## src/rtl/spgd_pkg.sv

```systemverilog
// Shared constants and types for the SPGD settle/acquisition responder.
package spgd_pkg;

   localparam int ADC_W  = 14;  // signed ADC sample width
   localparam int CNT_W  = 16;  // DAC settle count width
   localparam int MAX_L2 = 15;  // largest log2 averaging length
   localparam int ACC_W  = ADC_W + MAX_L2;  // sum of 2^MAX_L2 samples never overflows

   // Per-channel state shared by both counters
   typedef enum logic [1:0] {
      IDLE = 2'd0,
      RUN  = 2'd1,
      DONE = 2'd2
   } ch_state_e;

   // Bit positions of the control word driven by the sequencer FSM
   localparam int CTL_DAC_START = 0;
   localparam int CTL_DAC_RST   = 1;
   localparam int CTL_ADC_START = 2;
   localparam int CTL_ADC_RST   = 3;
   localparam int CTL_W         = 4;

endpackage

```

## src/rtl/spgd_trig_counter.sv

```systemverilog
// Start/clear/threshold counter with a held trigger.
// IDLE latches the threshold on start; RUN counts start-high cycles and
// fires on the cycle the count equals the threshold; DONE holds the trigger
// until clr. clr always wins over start.
module spgd_trig_counter
   import spgd_pkg::*;
#(
   parameter int W = CNT_W
) (
   input  logic         clk,
   input  logic         rstn,
   input  logic         start,
   input  logic         clr,
   input  logic [W-1:0] thr,
   output logic         trig,   // registered, held until clr
   output logic         load,   // IDLE->RUN this edge
   output logic         step,   // RUN with start this edge (a counted cycle)
   output logic         fire    // completion this edge
);

   ch_state_e    state_q, state_d;
   logic [W-1:0] cnt_q, cnt_d;
   logic [W-1:0] thr_q, thr_d;
   logic         trig_q, trig_d;

   // Next-state: clr > start > hold
   always_comb begin
      state_d = state_q;
      cnt_d   = cnt_q;
      thr_d   = thr_q;
      trig_d  = trig_q;
      load    = 1'b0;
      step    = 1'b0;
      fire    = 1'b0;
      if (clr) begin
         state_d = IDLE;
         cnt_d   = '0;
         trig_d  = 1'b0;
      end else begin
         case (state_q)
            IDLE: if (start) begin
               load    = 1'b1;
               thr_d   = thr;
               cnt_d   = '0;
               state_d = RUN;
            end
            RUN: if (start) begin
               step = 1'b1;
               if (cnt_q == thr_q) begin
                  fire    = 1'b1;
                  trig_d  = 1'b1;
                  state_d = DONE;
               end else begin
                  cnt_d = cnt_q + 1'b1;
               end
            end
            DONE: ;
            default: state_d = IDLE;
         endcase
      end
   end

   // State registers
   always_ff @(posedge clk or negedge rstn) begin
      if (!rstn) begin
         state_q <= IDLE;
         cnt_q   <= '0;
         thr_q   <= '0;
         trig_q  <= 1'b0;
      end else begin
         state_q <= state_d;
         cnt_q   <= cnt_d;
         thr_q   <= thr_d;
         trig_q  <= trig_d;
      end
   end

   assign trig = trig_q;

endmodule

```

## src/rtl/spgd_settle_acq.sv

```systemverilog
// DAC-settle timer and ADC averaging acquisition for the SPGD sequencer.
// Two independent trig counters; the ADC side adds an accumulator and an
// arithmetic-shift average that updates j_value with a one-cycle j_valid.
module spgd_settle_acq
   import spgd_pkg::*;
(
   input  logic             adc_clk,
   input  logic             adc_rstn,
   input  logic             dac_cnt_start,
   input  logic             dac_cnt_rst,
   input  logic             adc_cnt_start,
   input  logic             adc_cnt_rst,
   input  logic [CNT_W-1:0] dac_settle,
   input  logic [3:0]       avg_l2,
   input  logic [ADC_W-1:0] adc_dat,
   output logic             dac_cnt_trig,
   output logic             adc_cnt_trig,
   output logic [ADC_W-1:0] j_value,
   output logic             j_valid
);

   logic dac_load_unused, dac_step_unused, dac_fire_unused;
   logic adc_load, adc_step, adc_fire;

   logic [3:0]              l_eff;
   logic [CNT_W-1:0]        adc_thr;
   logic signed [ACC_W-1:0] acc_q, acc_d;
   logic signed [ACC_W-1:0] sum, avg;
   logic [3:0]              l_q, l_d;
   logic [ADC_W-1:0]        j_value_q, j_value_d;
   logic                    j_valid_q, j_valid_d;

   spgd_trig_counter #(.W(CNT_W)) u_dac (
      .clk   (adc_clk),
      .rstn  (adc_rstn),
      .start (dac_cnt_start),
      .clr   (dac_cnt_rst),
      .thr   (dac_settle),
      .trig  (dac_cnt_trig),
      .load  (dac_load_unused),
      .step  (dac_step_unused),
      .fire  (dac_fire_unused)
   );

   // Clamp the averaging length; the ADC counter fires on sample 2^L
   assign l_eff   = (avg_l2 > 4'(MAX_L2)) ? 4'(MAX_L2) : avg_l2;
   assign adc_thr = CNT_W'((32'd1 << l_eff) - 32'd1);

   spgd_trig_counter #(.W(CNT_W)) u_adc (
      .clk   (adc_clk),
      .rstn  (adc_rstn),
      .start (adc_cnt_start),
      .clr   (adc_cnt_rst),
      .thr   (adc_thr),
      .trig  (adc_cnt_trig),
      .load  (adc_load),
      .step  (adc_step),
      .fire  (adc_fire)
   );

   // Final sample is folded in on the completion edge, so average the sum
   assign sum = acc_q + {{MAX_L2{adc_dat[ADC_W-1]}}, adc_dat};
   assign avg = sum >>> l_q;

   // Accumulate / average; abort clears the sum but keeps j_value
   always_comb begin
      acc_d     = acc_q;
      l_d       = l_q;
      j_value_d = j_value_q;
      j_valid_d = 1'b0;
      if (adc_cnt_rst) begin
         acc_d = '0;
      end else if (adc_load) begin
         acc_d = '0;
         l_d   = l_eff;
      end else if (adc_step) begin
         acc_d = sum;
         if (adc_fire) begin
            j_value_d = avg[ADC_W-1:0];
            j_valid_d = 1'b1;
         end
      end
   end

   // Accumulator and output registers
   always_ff @(posedge adc_clk or negedge adc_rstn) begin
      if (!adc_rstn) begin
         acc_q     <= '0;
         l_q       <= '0;
         j_value_q <= '0;
         j_valid_q <= 1'b0;
      end else begin
         acc_q     <= acc_d;
         l_q       <= l_d;
         j_value_q <= j_value_d;
         j_valid_q <= j_valid_d;
      end
   end

   assign j_value = j_value_q;
   assign j_valid = j_valid_q;

endmodule

```

## config.mk

```make
export PLATFORM = sky130hd
export DESIGN_NAME = spgd_settle_acq
export DESIGN_NICKNAME = d
export VERILOG_FILES = /design/src/rtl/spgd_pkg.sv /design/src/rtl/spgd_trig_counter.sv /design/src/rtl/spgd_settle_acq.sv
export SDC_FILE = /design/constraint.sdc
export NUM_CORES = 1
export LEC_CHECK = 0
export CAP_MARGIN = 20
export CORE_ASPECT_RATIO = 1.5
export CORE_MARGIN = 5
export CORE_UTILIZATION = 25
export CTS_CLUSTER_SIZE = 12
export DETAILED_ROUTE_END_ITERATION = 8
export GPL_TIMING_DRIVEN = 0
export SETUP_SLACK_MARGIN = 0.02
export SLEW_MARGIN = 20
export SYNTH_ARGS = -nofsm -noshare
export SYNTH_HDL_FRONTEND = slang
export SYNTH_SLANG_ARGS = --single-unit
```

## constraint.sdc

```tcl
create_clock -name adc_clk -period 4.05 [get_ports adc_clk]
set_input_delay 0.6075 -clock adc_clk [delete_from_list [all_inputs] [get_ports adc_clk]]
set_output_delay 0.6075 -clock adc_clk [all_outputs]
set_load 0.005 [all_outputs]
```

# Word level (Yosys, flattened, before mapping)
# Index checks and enable logic that the tools add are counted.
[op_classes] n_shift=2 n_reduce_logical=21 addsub=4 bitwise=3 n_eq_ne=16 muxes=45 order_cmp=1
[ops] cell="$mux W16" n=8
[ops] cell="$mux W29" n=3
[ops] cell="$pmux W16 S2" n=2
[ops] cell="$add A16 B1 Y16 const B" n=2
[ops] cell="$eq A16 B16 Y1" n=2
[ops] cell="$add A29 B29 Y29" n=1
[ops] cell="$sshr A29 B4 Y14" n=1
[ops] cell="$mux W1" n=21
[ops] cell="$reduce_and A4 Y1" n=5
[ops] cell="$ne A3 B3 Y1 const B" n=6
[ops] cell="$mux W2" n=8
[ops] cell="$shl A1 B4 Y16 const A" n=1
[ops] cell="$sub A16 B1 Y16 const B" n=1
[ops] cell="$pmux W2 S3" n=2
[ops] cell="$reduce_and A3 Y1" n=4
[ops] cell="$reduce_bool A2 Y1" n=6
[ops] cell="$reduce_bool A3 Y1" n=3
[ops] cell="$ne A3 B2 Y1 const B" n=2
[ops] cell="$eq A2 B1 Y1 const B" n=2
[ops] cell="$eq A2 B2 Y1 const B" n=2
[ops] cell="$gt A4 B4 Y1 const B" n=1
[ops] cell="$logic_not A2 Y1" n=2
[ops] cell="$mux W4" n=1
[ops] cell="$ne A2 B2 Y1 const B" n=2
[ops] cell="2 further kinds" n=4
[totals] in_bits=40 out_inout_bits=17 register_bits=118

# Longest topological paths before layout
[depth] ltp_word=9 ltp_mapped=12

# By module
# Synthesis repeated with hierarchy kept, for this count alone.
[hier_totals] cells_unflattened=953 area_unflattened_um2=8769.7
[by_module_without_submodules] mod="spgd_settle_acq" area_each_um2=5126.2 cells_per_inst=622 n_inst=1
[by_module_without_submodules] mod="spgd_trig_counter at u_dac" area_each_um2=1823.0 cells_per_inst=166 n_inst=1
[by_module_without_submodules] mod="spgd_trig_counter at u_adc" area_each_um2=1820.5 cells_per_inst=165 n_inst=1

# Least setup slack after synthesis
# OpenSTA, ideal clock, no wires.
[synth_path] path_type="in2reg" from="input adc_dat[0]" to="register j_value_q[7] (netlist: j_value[7])" required_ps=3924 slack_ps=485 arrival_ps=3439 path_stages=12 setup_time_ps=126 n_path_buf=0 path_cell_list="ha_1 > inv_1 > fa_1 > nand2b_1 > a21oi_1 > nor2_1 > o21ai_0 > xor2_1 > mux4_2 > and3_1 > or4_1 > o32a_1"
[synth_via] elab_chain_cells=2
[synth_rtl] item="start: declaration" line_no="spgd_settle_acq.sv:15" source="input logic [ADC_W-1:0] adc_dat,"
[synth_rtl] item="$add A29 B29 Y29" line_no="spgd_settle_acq.sv:62" source="assign sum = acc_q + {{MAX_L2{adc_dat[ADC_W-1]}}, adc_dat};"
[synth_rtl] item="$sshr A29 B4 Y14" line_no="spgd_settle_acq.sv:63" source="assign avg = sum >>> l_q;"
[synth_rtl] item="end signal: assignment" line_no="spgd_settle_acq.sv:95" source="j_value_q <= j_value_d;"
[synth_rtl] item="end: declaration" line_no="spgd_settle_acq.sv:30" source="logic [ADC_W-1:0] j_value_q, j_value_d;"
# Every way passes these cells.
# A chain may end at the register's enable or synchronous reset.

# Worst setup path in the final report
[layout_path] from="input adc_dat[13]" to="register j_value_q[10] (netlist: j_value[10])"
# Same word-level chain as after synthesis.

==> impl_metrics.csv <==
group,metric,value,unit
outcome,run_status,"completed",
placement,dp_hpwl,20500,um
timing,slew_violations,0,
floorplanning,core_area,32600,um^2
detailed_routing,first_iter_violations,396,
finish,drive_above_1_share,10.1,%
worst_setup_path,worstRegToRegCells,11,
detailed_routing,drt-total-wl,26800,um
timing,hold_viol_final,0,
clocking,cts_root_buf,"clkbuf_16",
power,p_sw_share,33.2,%
detailed_routing,drc,0,
power,total_power,3.83,mW
finish,n_fill_cell,3439,
synthesis,synth-simple-area-share,18.3,%
worst_setup_path,r2r_setup_slack,400,ps
floorplanning,die_h,233,um
synthesis,synth-seq-cells,118,
floorplanning,die_w,159,um
synthesis,synth_area_leader_cell,"dfrtp_1",
synthesis,yosys-mux-area-fraction,8.09,%
timing,slew_headroom,42.3,%
finish,area_growth_syn_to_layout,21.7,%
synthesis,synth_top_cell_area_share,35.7,%
global_routing,grt_max_degree,84,
synthesis,synth-xor-area-share,8.36,%
synthesis,synthFlopType,"dfrtp_1",
clocking,clkTransAtPathRegs,60,ps
power,power_switching,1.27,mW
synthesis,synth_edf_count,0,
global_routing,grt_pass1_wl,42000,um
synthesis,synthCells,917,
power,internal-power,2.56,mW
power,power_density,381,nW/um^2
timing,tightest_slew,858,ps
clocking,cts_hold_buf,0,
worst_setup_path,critPathSlowestCell,"mux4_2",
power,combPwrFrac,25.8,%
worst_setup_path,path_max_fanout,17,
clocking,htree_levels,4,
synthesis,avgSynthCellArea,9.02,um^2
finish,final_common_cell,"dfrtp_1",
clocking,cts.sinks,118,
worst_setup_path,criticalPathCategory,"in -> reg",
timing,fin_tns_setup,0,ps
synthesis,synthAdderAreaFrac,4.93,%
worst_setup_path,critPathArrivalTime,4210,ps
floorplanning,start_util,25.4,%
floorplanning,io_pins,57,
timing,rsz0062_at_grt,"yes",
detailed_routing,vias,7467,
floorplanning,num_rows,81,
timing,fin_crit,3920,ps
synthesis,async_flop_share,100,%
clocking,clkLatencyLatePin,430,ps
timing,clock_skew,13.3,ps
clocking,cts_buffers,17,
detailed_routing,drtPass1Iterations,5,
finish,n_antenna_cell,0,
timing,layout_setup_ws,133,ps
synthesis,synth_compound_area_share,21.6,%
clocking,clockBufferDepth,2,
power,power.share.clock,39.6,%
run,maxCapViolCount,0,
worst_setup_path,crit_path_max_incr_delay,490,ps
clocking,cts_tree,"done",
worst_setup_path,cp_data_required_time,4350,ps
floorplanning,design.die.area,36900,um^2
power,peakVddDrop,0.000207,V
worst_hold_path,hold_class,"in -> async",
finish,nets,1063,
power,p_leak,4.06,nW
placement,dp.cells,1388,
detailed_routing,ant_nets,0,
global_routing,grt_pass1_vias,7737,
power,pwr-share-seq,34.6,%
finish,seq_area,2950,um^2
global_routing,grtUsageTotal,14.6,%
detailed_routing,viasPerCell,5.27,
worst_setup_path,start_kind,"input port",
timing,finalCritPeriodShare,96.7,%
synthesis,synth_cell_types,72,
detailed_routing,wire_per_inst,18.9,um
synthesis,seq_area_frac_synth,35.7,%
timing,fmaxAchievable,0.255,GHz
worst_setup_path,reg2reg_from,"acc_q[8]$_DFFE_PN0P_",
synthesis,synth_top_family_by_area,"compound AO/OA/AOI/OAI gates",
finish,multi_input_area,5180,um^2
placement,io_buffers,55,
finish,final_cell_mix,"dfrtp_1 (118), nand2_1 (105), nor2_1 (69)",
placement,preCtsSetupSlack,-1310,ps
global_routing,antenna_found_initial,0,
synthesis,syn_nets,989,
worst_setup_path,end_kind,"flip-flop",
synthesis,ys_top_cells_by_area,"dfrtp_1 (36%), xnor2_1 (5.3%), nand2_1 (4.8%)",
finish,finalNonFillerCells,1418,
worst_setup_path,crit_top_cell,"a211oi_1",
placement,finalWeightedCongestion,0.939,
worst_setup_path,r2r-end,"j_value[9]$_DFFE_PN0P_",
synthesis,netlist_area,8270,um^2
synthesis,yosys_warnings,0,
timing,setup_violations,0,
worst_setup_path,critical_path.cell_chain,"clkdlybuf4s15_2 > ha_1 > clkbuf_1 > nand2_1 > nor3_2 > nand3_1 > a2111oi_4 > o31ai_1 > o31a_1 > mux4_2 > a211oi_1 > a211oi_1",
global_routing,grt-ovfl-total,0,
==> routing by layer <==
metal | vias to the layer above | global-route usage [%] | share of wire [%]
met5 | - | 0 | 0
met1 | 3665 | 15.1 | 37
met2 | 183 | 27.3 | 54
met3 | 70 | 2.66 | 3.5
met4 | 0 | 7.87 | 5.3
li1 | 3549 | - | -
==> state kept, by name, indices dropped and copies added, names as in the netlist <==
register	flops
acc_q	29
u_adc.cnt_q	16
u_adc.thr_q	16
u_dac.cnt_q	16
u_dac.thr_q	16
j_value	14
l_q	4
u_adc.state_q	2
u_dac.state_q	2
j_valid	1
u_adc.trig	1
u_dac.trig	1
==> Yosys cell counts, types with 5 or more instances <==
cell / instances
ha_1: 31
nand4_1: 27
nor3_1: 15
o211ai_1: 10
a31oi_1: 8
o31ai_1: 13
nor2b_1: 5
a221o_1: 5
clkbuf_1: 41
nand2_1: 105
and3_1: 10
inv_1: 16
o21ai_0: 57
a21oi_1: 52
xnor2_1: 50
nand2b_1: 7
o21a_1: 6
a21o_1: 12
or3_1: 9
dfrtp_1: 118
o21bai_1: 6
mux4_2: 10
a211oi_1: 16
a22o_1: 24
and2_1: 11
mux2i_1: 17
xor2_1: 29
buf_1: 5
nor2_1: 70
mux2_2: 23
nand3_1: 26
a2111oi_0: 8
nand3b_1: 5
==> worst max-delay path: cells and delay by family <==
kind                     cells  cell delay [ps]
adder cells (fa/ha/maj)      1              380
multiplexers                 1              490
AND/OR/NAND/NOR              3              820
AO/OA/AOI/OAI                5             1230
buffers and inverters        2              670
==> timing repair <==
item                                    in CTS  in global routing
resized for setup                           11                 16
cloned                                       0                  0
endpoints found under the setup margin      16                 11
setup buffers                                0                  0
pin swaps                                    0                  2
==> stage by stage <==
step | hold WS, ps | util (%) | area [um^2]
2_1_floorplan | 312 | - | 8270
4_1_cts | 44.9 | 30.6 | 9990
5_1_grt | 56.3 | 30.8 | 10100
6_report | 50.3 | 30.8 | 10100
3_5_place_dp | 479 | 28.7 | 9380
3_3_place_gp | 469 | 28.6 | 9340
==> cell type report <==
| type | instances | share of cell area (%) |
|---|---|---|
| multi-input combinational | 732 | 51.4 |
| sequential | 118 | 29.3 |
| timing repair buffer | 56 | 5.80 |
| tap | 415 | 5.16 |
| clock buffer | 18 | 4.26 |
| buffer | 48 | 1.84 |
| clock inverter | 13 | 1.48 |
| inverter | 18 | 0.671 |
==> worst max-delay path by stage <==
stage,startpoint,endpoint,slack [ps],cells past startpoint
global placement,adc_rstn,u_adc.thr_q[10]$_DFFE_PN0P_,-2680,1
floorplan,adc_dat[0],j_value[7]$_DFFE_PN0P_,480,12
CTS,adc_dat[7],j_value[10]$_DFFE_PN0P_,7,12
global route,adc_dat[13],j_value[7]$_DFFE_PN0P_,-10,12
detailed placement,adc_dat[13],j_value[10]$_DFFE_PN0P_,-1310,12
finish,adc_dat[13],j_value[10]$_DFFE_PN0P_,130,12
==> power by group through the flow <==
stage | sequential [mW] | combinational (mW) | clock (mW)
floorplan | 1.32 | 0.645 | 0
global placement | 1.34 | 0.957 | 0
detailed placement | 1.34 | 0.963 | 0
CTS | 1.32 | 0.974 | 1.57
global route | 1.33 | 1.07 | 1.62
finish | 1.32 | 0.989 | 1.52
==> kinds of logic (layout without fill, tap and decap cells) <==
group / after synthesis / after routing
xor+xnor: 79 / 79
buf+inv: 67 / 153
flops: 118 / 118
compound gates: 257 / 257
fa+ha+maj: 32 / 32
mux: 51 / 51
simple gates: 313 / 313
No activity file was read; power rests on OpenSTA's default activity.
